<file path="src/rtl/seg_pkg.sv">
// Shared types and owner encodings for the SPI master arbiter.
package seg_pkg;

  typedef enum logic [1:0] {
    IDLE,
    LAUNCH,
    WAIT,
    GAP
  } spi_arb_state_t;

  localparam logic OWN_INERT = 1'b0;
  localparam logic OWN_A2D   = 1'b1;

endpackage

</file>
<file path="src/rtl/spi_arb_req_slot.sv">
// One-deep request buffer: pending flag plus latched 16-bit command.
// A set in the same cycle as a clear leaves the slot pending with the new command.
module req_slot (
  input  logic        clk,
  input  logic        rst_n,
  input  logic        set,
  input  logic [15:0] set_cmd,
  input  logic        clr,
  output logic        pend,
  output logic [15:0] cmd
);

  logic        pend_q, pend_d;
  logic [15:0] cmd_q, cmd_d;

  // Next-state for the slot: clear first, then set overrides it.
  always_comb begin
    pend_d = pend_q;
    cmd_d  = cmd_q;
    if (clr) begin
      pend_d = 1'b0;
    end
    if (set) begin
      pend_d = 1'b1;
      cmd_d  = set_cmd;
    end
  end

  // Slot registers.
  always_ff @(posedge clk or negedge rst_n) begin
    if (!rst_n) begin
      pend_q <= 1'b0;
      cmd_q  <= '0;
    end else begin
      pend_q <= pend_d;
      cmd_q  <= cmd_d;
    end
  end

  assign pend = pend_q;
  assign cmd  = cmd_q;

endmodule

</file>
<file path="src/rtl/spi_arb.sv">
// Arbitrates a single SPI master between the inertial and A2D interfaces.
// Inertial has priority; after STARVE_MAX consecutive inertial grants with an
// A2D request waiting, the next grant goes to A2D.
module spi_arb #(
  parameter int unsigned STARVE_MAX = 4,
  parameter int unsigned GAP_CYC    = 2
) (
  input  logic        clk,
  input  logic        rst_n,
  input  logic        inert_req,
  input  logic [15:0] inert_cmd,
  output logic        inert_done,
  output logic [15:0] inert_rd,
  input  logic        a2d_req,
  input  logic [15:0] a2d_cmd,
  output logic        a2d_done,
  output logic [15:0] a2d_rd,
  output logic        mst_wrt,
  output logic [15:0] mst_cmd,
  input  logic        mst_done,
  input  logic [15:0] mst_rd,
  output logic        sel,
  output logic        busy
);

  import seg_pkg::*;

  localparam int unsigned SW = $clog2(STARVE_MAX + 1);
  localparam int unsigned GW = (GAP_CYC > 1) ? $clog2(GAP_CYC) : 1;
  localparam logic [SW-1:0] STARVE_TOP = SW'(STARVE_MAX);
  localparam logic [GW-1:0] GAP_LAST   = GW'((GAP_CYC > 0) ? (GAP_CYC - 1) : 0);

  spi_arb_state_t state_q, state_d;
  logic           sel_q, sel_d;
  logic [15:0]    cmd_q, cmd_d;
  logic           wrt_q, wrt_d;
  logic           busy_q, busy_d;
  logic [SW-1:0]  starve_q, starve_d;
  logic [GW-1:0]  gap_q, gap_d;
  logic           inert_done_q, inert_done_d;
  logic           a2d_done_q, a2d_done_d;
  logic [15:0]    inert_rd_q, inert_rd_d;
  logic [15:0]    a2d_rd_q, a2d_rd_d;

  logic           pend_inert, pend_a2d;
  logic [15:0]    slot_inert_cmd, slot_a2d_cmd;
  logic           clr_inert, clr_a2d;
  logic           owner;

  req_slot u_inert_slot (
    .clk     (clk),
    .rst_n   (rst_n),
    .set     (inert_req),
    .set_cmd (inert_cmd),
    .clr     (clr_inert),
    .pend    (pend_inert),
    .cmd     (slot_inert_cmd)
  );

  req_slot u_a2d_slot (
    .clk     (clk),
    .rst_n   (rst_n),
    .set     (a2d_req),
    .set_cmd (a2d_cmd),
    .clr     (clr_a2d),
    .pend    (pend_a2d),
    .cmd     (slot_a2d_cmd)
  );

  // Arbitration, transaction sequencing and result capture.
  always_comb begin
    state_d      = state_q;
    sel_d        = sel_q;
    cmd_d        = cmd_q;
    wrt_d        = 1'b0;
    starve_d     = starve_q;
    gap_d        = gap_q;
    inert_done_d = 1'b0;
    a2d_done_d   = 1'b0;
    inert_rd_d   = inert_rd_q;
    a2d_rd_d     = a2d_rd_q;
    clr_inert    = 1'b0;
    clr_a2d      = 1'b0;
    owner        = OWN_INERT;

    unique case (state_q)
      IDLE: begin
        if (pend_inert || pend_a2d) begin
          if (pend_inert && !(pend_a2d && (starve_q == STARVE_TOP))) begin
            owner = OWN_INERT;
          end else begin
            owner = OWN_A2D;
          end
          state_d = LAUNCH;
          sel_d   = owner;
          wrt_d   = 1'b1;
          if (owner == OWN_A2D) begin
            cmd_d    = slot_a2d_cmd;
            clr_a2d  = 1'b1;
            starve_d = '0;
          end else begin
            cmd_d     = slot_inert_cmd;
            clr_inert = 1'b1;
            if (pend_a2d && (starve_q != STARVE_TOP)) begin
              starve_d = starve_q + 1'b1;
            end
          end
        end
      end
      LAUNCH: begin
        state_d = WAIT;
      end
      WAIT: begin
        if (mst_done) begin
          if (sel_q == OWN_A2D) begin
            a2d_rd_d   = mst_rd;
            a2d_done_d = 1'b1;
          end else begin
            inert_rd_d   = mst_rd;
            inert_done_d = 1'b1;
          end
          gap_d   = '0;
          state_d = (GAP_CYC == 0) ? IDLE : GAP;
        end
      end
      GAP: begin
        if (gap_q == GAP_LAST) begin
          state_d = IDLE;
        end else begin
          gap_d = gap_q + 1'b1;
        end
      end
      default: begin
        state_d = IDLE;
      end
    endcase

    busy_d = (state_d != IDLE);
  end

  // FSM state and registered outputs.
  always_ff @(posedge clk or negedge rst_n) begin
    if (!rst_n) begin
      state_q      <= IDLE;
      sel_q        <= 1'b0;
      cmd_q        <= '0;
      wrt_q        <= 1'b0;
      busy_q       <= 1'b0;
      starve_q     <= '0;
      gap_q        <= '0;
      inert_done_q <= 1'b0;
      a2d_done_q   <= 1'b0;
      inert_rd_q   <= '0;
      a2d_rd_q     <= '0;
    end else begin
      state_q      <= state_d;
      sel_q        <= sel_d;
      cmd_q        <= cmd_d;
      wrt_q        <= wrt_d;
      busy_q       <= busy_d;
      starve_q     <= starve_d;
      gap_q        <= gap_d;
      inert_done_q <= inert_done_d;
      a2d_done_q   <= a2d_done_d;
      inert_rd_q   <= inert_rd_d;
      a2d_rd_q     <= a2d_rd_d;
    end
  end

  assign inert_done = inert_done_q;
  assign inert_rd   = inert_rd_q;
  assign a2d_done   = a2d_done_q;
  assign a2d_rd     = a2d_rd_q;
  assign mst_wrt    = wrt_q;
  assign mst_cmd    = cmd_q;
  assign sel        = sel_q;
  assign busy       = busy_q;

endmodule

</file>
<file path="config.mk">
export PLATFORM = sky130hd
export DESIGN_NAME = spi_arb
export DESIGN_NICKNAME = d
export VERILOG_FILES = /design/src/rtl/seg_pkg.sv /design/src/rtl/spi_arb_req_slot.sv /design/src/rtl/spi_arb.sv
export SDC_FILE = /design/constraint.sdc
export NUM_CORES = 1
export LEC_CHECK = 0
export BUFFER_PORTS_ARGS = -buffer_cell sky130_fd_sc_hd__buf_2
export CAP_MARGIN = 20
export CORE_MARGIN = 4
export CORE_UTILIZATION = 55
export DETAILED_ROUTE_END_ITERATION = 12
export GPL_TIMING_DRIVEN = 0
export PLACE_DENSITY = 0.83
export SETUP_SLACK_MARGIN = 0.4
export SLEW_MARGIN = 30
export SYNTH_ARGS = -nofsm -noshare
export SYNTH_HDL_FRONTEND = slang
export SYNTH_SLANG_ARGS = --single-unit
</file>
<file path="constraint.sdc">
create_clock -name clk -period 3.65 [get_ports clk]
set_clock_uncertainty 0.2 [all_clocks]
set_input_delay 0.1825 -clock clk [delete_from_list [all_inputs] [get_ports clk]]
set_output_delay 0.1825 -clock clk [all_outputs]
set_load 0.02 [all_outputs]
</file>
; ---- After elaboration in Yosys (flattened, before gate mapping)
; Cells that the tools add are included.
[word_totals]
ff_bits = 93
in_bits = 53
wordCells = 71
[op_classes]
n_addsub = 2
eq_ne = 6
n_mux = 31
n_bitwise = 1
n_reduce_logical = 16
[ops]
columns = cell, n
row1 = $mux W1, 23
row2 = $mux W16, 1
row3 = $reduce_bool A2 Y1, 5
row4 = $reduce_and A3 Y1, 3
row5 = $pmux W2 S4, 1
row6 = $mux W2, 3
row7 = $mux W3, 2
row8 = $eq A2 B2 Y1 const B, 2
row9 = $reduce_and A2 Y1, 2
row10 = $add A3 B1 Y3 const B, 1
row11 = $eq A3 B3 Y1 const B, 1
row12 = $logic_and A1 B1 Y1, 3
row13 = $ne A3 B3 Y1 const B, 1
row14 = $eq A2 B1 Y1 const B, 1
row15 = $logic_not A2 Y1, 1
row16 = $ne A2 B2 Y1 const B, 1
row17 = $pmux W1 S2, 1
row18 = $add A1 B1 Y1 const B, 1
row19 = $logic_not A1 Y1, 1
row20 = $logic_or A1 B1 Y1, 1
row21 = $not A1 Y1, 1

; ---- Logic depth before layout (Yosys ltp)
[logic_depth]
depth_word = 12
mapped_depth = 7
depth_no_buf = 5

; ---- Cells and area by module
; Synthesis repeated with hierarchy kept, for this count alone.
[unflattened]
hier_cells = 281
hier_area_um2 = 3908.7
[by_module_without_submodules]
columns = mod, n_inst, cells_per_inst, area_per_inst_um2, seq_area_each_um2
row1 = spi_arb, 1, 207, 2542.4, 1476.4
row2 = req_slot, 2, 37, 683.2, 425.4

; ---- Least setup slack after synthesis
; No wires, ideal clock.
[synth_path]
path_type = reg-to-reg
from = register sel_q, in the netlist sel
to = register inert_rd_q[10], in the netlist inert_rd[10]
setup_ns = 0.125
arrival_ns = 1.363
slack_ns = 1.962
stages_incl_launch_ff = 4
period_less_slack_ns = 1.688
path_cell_list = dfrtp_1 -> nor3_4 -> buf_8 -> mux2_4
[synth_via]
elab_chain_len = 2
[synth_lines]
columns = item, line
row1 = start: declaration, spi_arb.sv:34  ; logic sel_q, sel_d;
row2 = start signal: assignment, spi_arb.sv:157  ; sel_q <= sel_d;
row3 = $not A1 Y1 (no line), -
row4 = $reduce_and A3 Y1 (no line), -
row5 = end signal: assignment, spi_arb.sv:165  ; inert_rd_q <= inert_rd_d;
row6 = end: declaration, spi_arb.sv:42  ; logic [15:0] inert_rd_q, inert_rd_d;
; No other way between the ends.
; A chain may end at the register's enable or synchronous reset.

; ---- Worst setup path in the final report
[layout_path]
from = register starve_q[0]
to = register cmd_q[9], in the netlist mst_cmd[9]
[layout_via]
elab_chain_len = 8
[layout_lines]
columns = item, line
row1 = start: declaration, spi_arb.sv:38  ; logic [SW-1:0] starve_q, starve_d;
row2 = start signal: assignment, spi_arb.sv:161  ; starve_q <= starve_d;
row3 = $eq A3 B3 Y1, spi_arb.sv:89  ; if (pend_inert && !(pend_a2d && (starve_q == STARVE_TOP))) begin
row4 = $logic_and A1 B1 Y1, spi_arb.sv:89
row5 = $logic_not A1 Y1, spi_arb.sv:89
row6 = $logic_and A1 B1 Y1, spi_arb.sv:89
row7 = $mux W1, spi_arb.sv:89
row8 = $mux W1, spi_arb.sv:88  ; if (pend_inert || pend_a2d) begin
row9 = $mux W1, spi_arb.sv:86  ; unique case (state_q)
row10 = $mux W16, spi_arb.sv:97  ; if (owner == OWN_A2D) begin
row11 = end signal: assignment, spi_arb.sv:158  ; cmd_q <= cmd_d;
row12 = end: declaration, spi_arb.sv:35  ; logic [15:0] cmd_q, cmd_d;
; No other way between the ends. The select of a mux whose other input is x is not followed.

==> results.py <==
metrics = {
    "run_status": {
        "outcome": "completed",
    },
    "job": {
        "cap_violations": 0,
    },
    "pwr": {
        "leakage_nw": 2.461,
        "power_density_nw_per_um2": 775.8,
        "power.total_mw": 4.070,
        "vdd_drop_max_uv": 357.1,
    },
    "global_routing": {
        "grt_max_degree": 63,
        "grt_pass1_wl_mm": 15.26,
        "antenna_found_initial": 0,
        "overflow": 0,
        "track_usage_pct": 22.84,
        "grt_pass1_vias": 3138,
    },
    "placed_design": {
        "place_hpwl_mm": 5.585,
        "place_ws_ps": 1732,
        "gp_congestion": 0.7427,
        "port_buffers": 103,
        "postPlaceCellArea_um2": 4523,
    },
    "layout": {
        "final_common_cell": "buf_2",
        "final_area_um2": 5246,
        "antennaDiodeCount": 0,
        "fillers": 402,
        "drive_gt1_share_pct": 45.56,
        "final_nets": 500,
        "layout_common_cells": "111 x buf_2, 93 x dfrtp_1, 55 x mux2_2",
        "area_delta_synth_final_pct": 36.14,
        "final_util_pct": 77.22,
    },
    "timing": {
        "max_freq_mhz": 513.6,
        "tightest_slew_ps": 537.3,
        "fin_crit_ps": 1947,
        "finalSetupTns_ps": 0,
        "hold_viol": 0,
        "fin_crit_sh_pct": 53.34,
        "slew_headroom_pct": 64.10,
        "fin_ws_ps": 1703,
        "drv_slew": 0,
        "rsz0062_at_grt": "false",
        "setup_violations": 0,
    },
    "route": {
        "dr.first_iter.drc_count": 123,
        "routedWlPerCell_um": 16.67,
        "avgViaCountPerCell": 5.324,
        "firstDrtPassIters": 4,
        "vias": 2907,
        "ant_nets": 0,
        "drc": 0,
        "routed_wl_mm": 9.101,
    },
    "synthesis": {
        "synth_top_area_share_pct": 60.39,
        "yosysSeqAreaShare_pct": 60.39,
        "ys_ff_latch": 93,
        "syn_inst": 280,
        "synth_nets": 335,
        "netlist_area_um2": 3854,
        "synth.distinct_cells": 32,
        "synth_area_leaders": "dfrtp_1 60%, mux2_2 16%, o221ai_1 3.6%",
        "yosys_warnings": 0,
        "syn_area_per_cell_um2": 13.76,
        "synth_top_cell_by_area": "dfrtp_1",
    },
    "clock_network": {
        "clk-insertion-delay-late_ps": 350,
        "clk_path_buf_depth": 2,
        "cts_buffers": 9,
        "htree_levels": 3,
        "root_buffer": "clkbuf_8",
        "cts_tree": "done",
        "cts.clk_slew.worst_paths_ps": 90,
        "post_cts_buffers": 0,
        "cts.sinks": 93,
    },
    "floorplan": {
        "initial_core_util_pct": 56.72,
        "die_h_um": 91.71,
        "io_pins": 106,
        "die_x_um": 91.71,
        "rows": 30,
        "core_um2": 6794,
        "dieArea_um2": 8410,
    },
    "worst_setup_path": {
        "arrival_ps": 1970,
        "crit_type": "register to register",
        "cp.required_ps": 3670,
        "endpoint_kind": "register",
        "start_kind": "register",
        "crit_fanout": 10,
    },
    "worst_hold_path": {
        "hold_class": "primary input to register",
    },
}
==> critical path, cell delays in order (launching register included) <==
cell and delay (ps):
dfrtp_1 400, inv_1 60, ha_1 180, nand3_1 130, and2_1 140, clkbuf_1 270, buf_2 290, o221ai_1 160
==> power breakdown <==
group | switching [mW] | internal, mW
registers | 0.198 | 1.39
logic | 1.01 | 0.731
clock network | 0.357 | 0.387
total | 1.56 | 2.51
==> Yosys cell counts (all sizes together) <==
library cell and number:
nand2 7, a22o 2, clkbuf 6, nor2 2, nand4b 1, nor3 1, nor2b 2, nand3 18
a21o 2, and2 1, dfrtp 93, a211o 1, nor3b 1, mux2 64, inv 21, ha 2
or3b 1, nand4 18, o311ai 1, and3 1, or2 1, o221ai 16, o21ai 4, buf 14
==> logic make-up (layout without fill, tap and decap cells) <==
group	after synthesis	count (layout)	synth area share [%]
buf+inv	41	211	5.064
flops	93	93	60.39
fa+ha+maj	2	2	0.6492
simple gates	54	54	8.864
compound gates	26	26	5.455
mux	64	64	19.58
==> through the flow <==
stage          hold slack (ps)  std cells
2_1_floorplan           -313.1        280
3_3_place_gp             213.5        479
3_5_place_dp            -119.1        480
4_1_cts                  8.549        546
5_1_grt                  29.26        546
6_report                 22.58        546
==> state kept, by name (all words and copies together), names as in the netlist, 2 cells and up <==
| name | cells |
|---|---|
| a2d_rd | 16 |
| inert_rd | 16 |
| mst_cmd | 16 |
| starve_q | 3 |
| state_q | 2 |
| u_a2d_slot.cmd | 16 |
| u_inert_slot.cmd | 16 |
==> repair_timing <==
| item | 4_1_cts | 5_1_grt |
|---|---|---|
| hold buffers | 50 | 0 |
| resized for setup | 0 | 0 |
| endpoints found under the hold margin | 158 | 0 |
==> path summary, 6_finish.rpt <==
kind | startpoint | endpoint | slack [ps] | cells past startpoint
setup reg to reg | starve_q[0]$_DFFE_PN0P_ | mst_cmd[9]$_DFFE_PN0P_ | 1700 | 7
hold / removal | inert_req | u_inert_slot.cmd[14]$_DFFE_PN0P_ | 20 | 2
hold reg to reg | a2d_rd[7]$_DFFE_PN0P_ | a2d_rd[7]$_DFFE_PN0P_ | 310 | 1
setup / recovery | starve_q[0]$_DFFE_PN0P_ | mst_cmd[9]$_DFFE_PN0P_ | 1700 | 7
max in group asynchronous | rst_n | u_inert_slot.cmd[5]$_DFFE_PN0P_ | 2580 | 3
min in group asynchronous | rst_n | a2d_rd[6]$_DFFE_PN0P_ | 90 | 2
==> layout make-up <==
type	count	area, µm²	share of cell area (%)
flip-flops and latches	93	2327	44.36
inverters	21	78.83	1.503
clock inverters	7	98.84	1.884
multi-input cells	146	1331	25.38
repair buffers	154	1050	20.01
clock buffers	9	123.9	2.361
well taps	96	120.1	2.290
plain buffers	20	116.4	2.218
==> per-layer routing <==
metal	part of all wire, %	global-route usage [%]
met5	0	0
met2	51	40.23
met3	6.3	4.676
met1	41	28.05
met4	1.7	7.550
No activity file was read; power rests on OpenSTA's default activity.
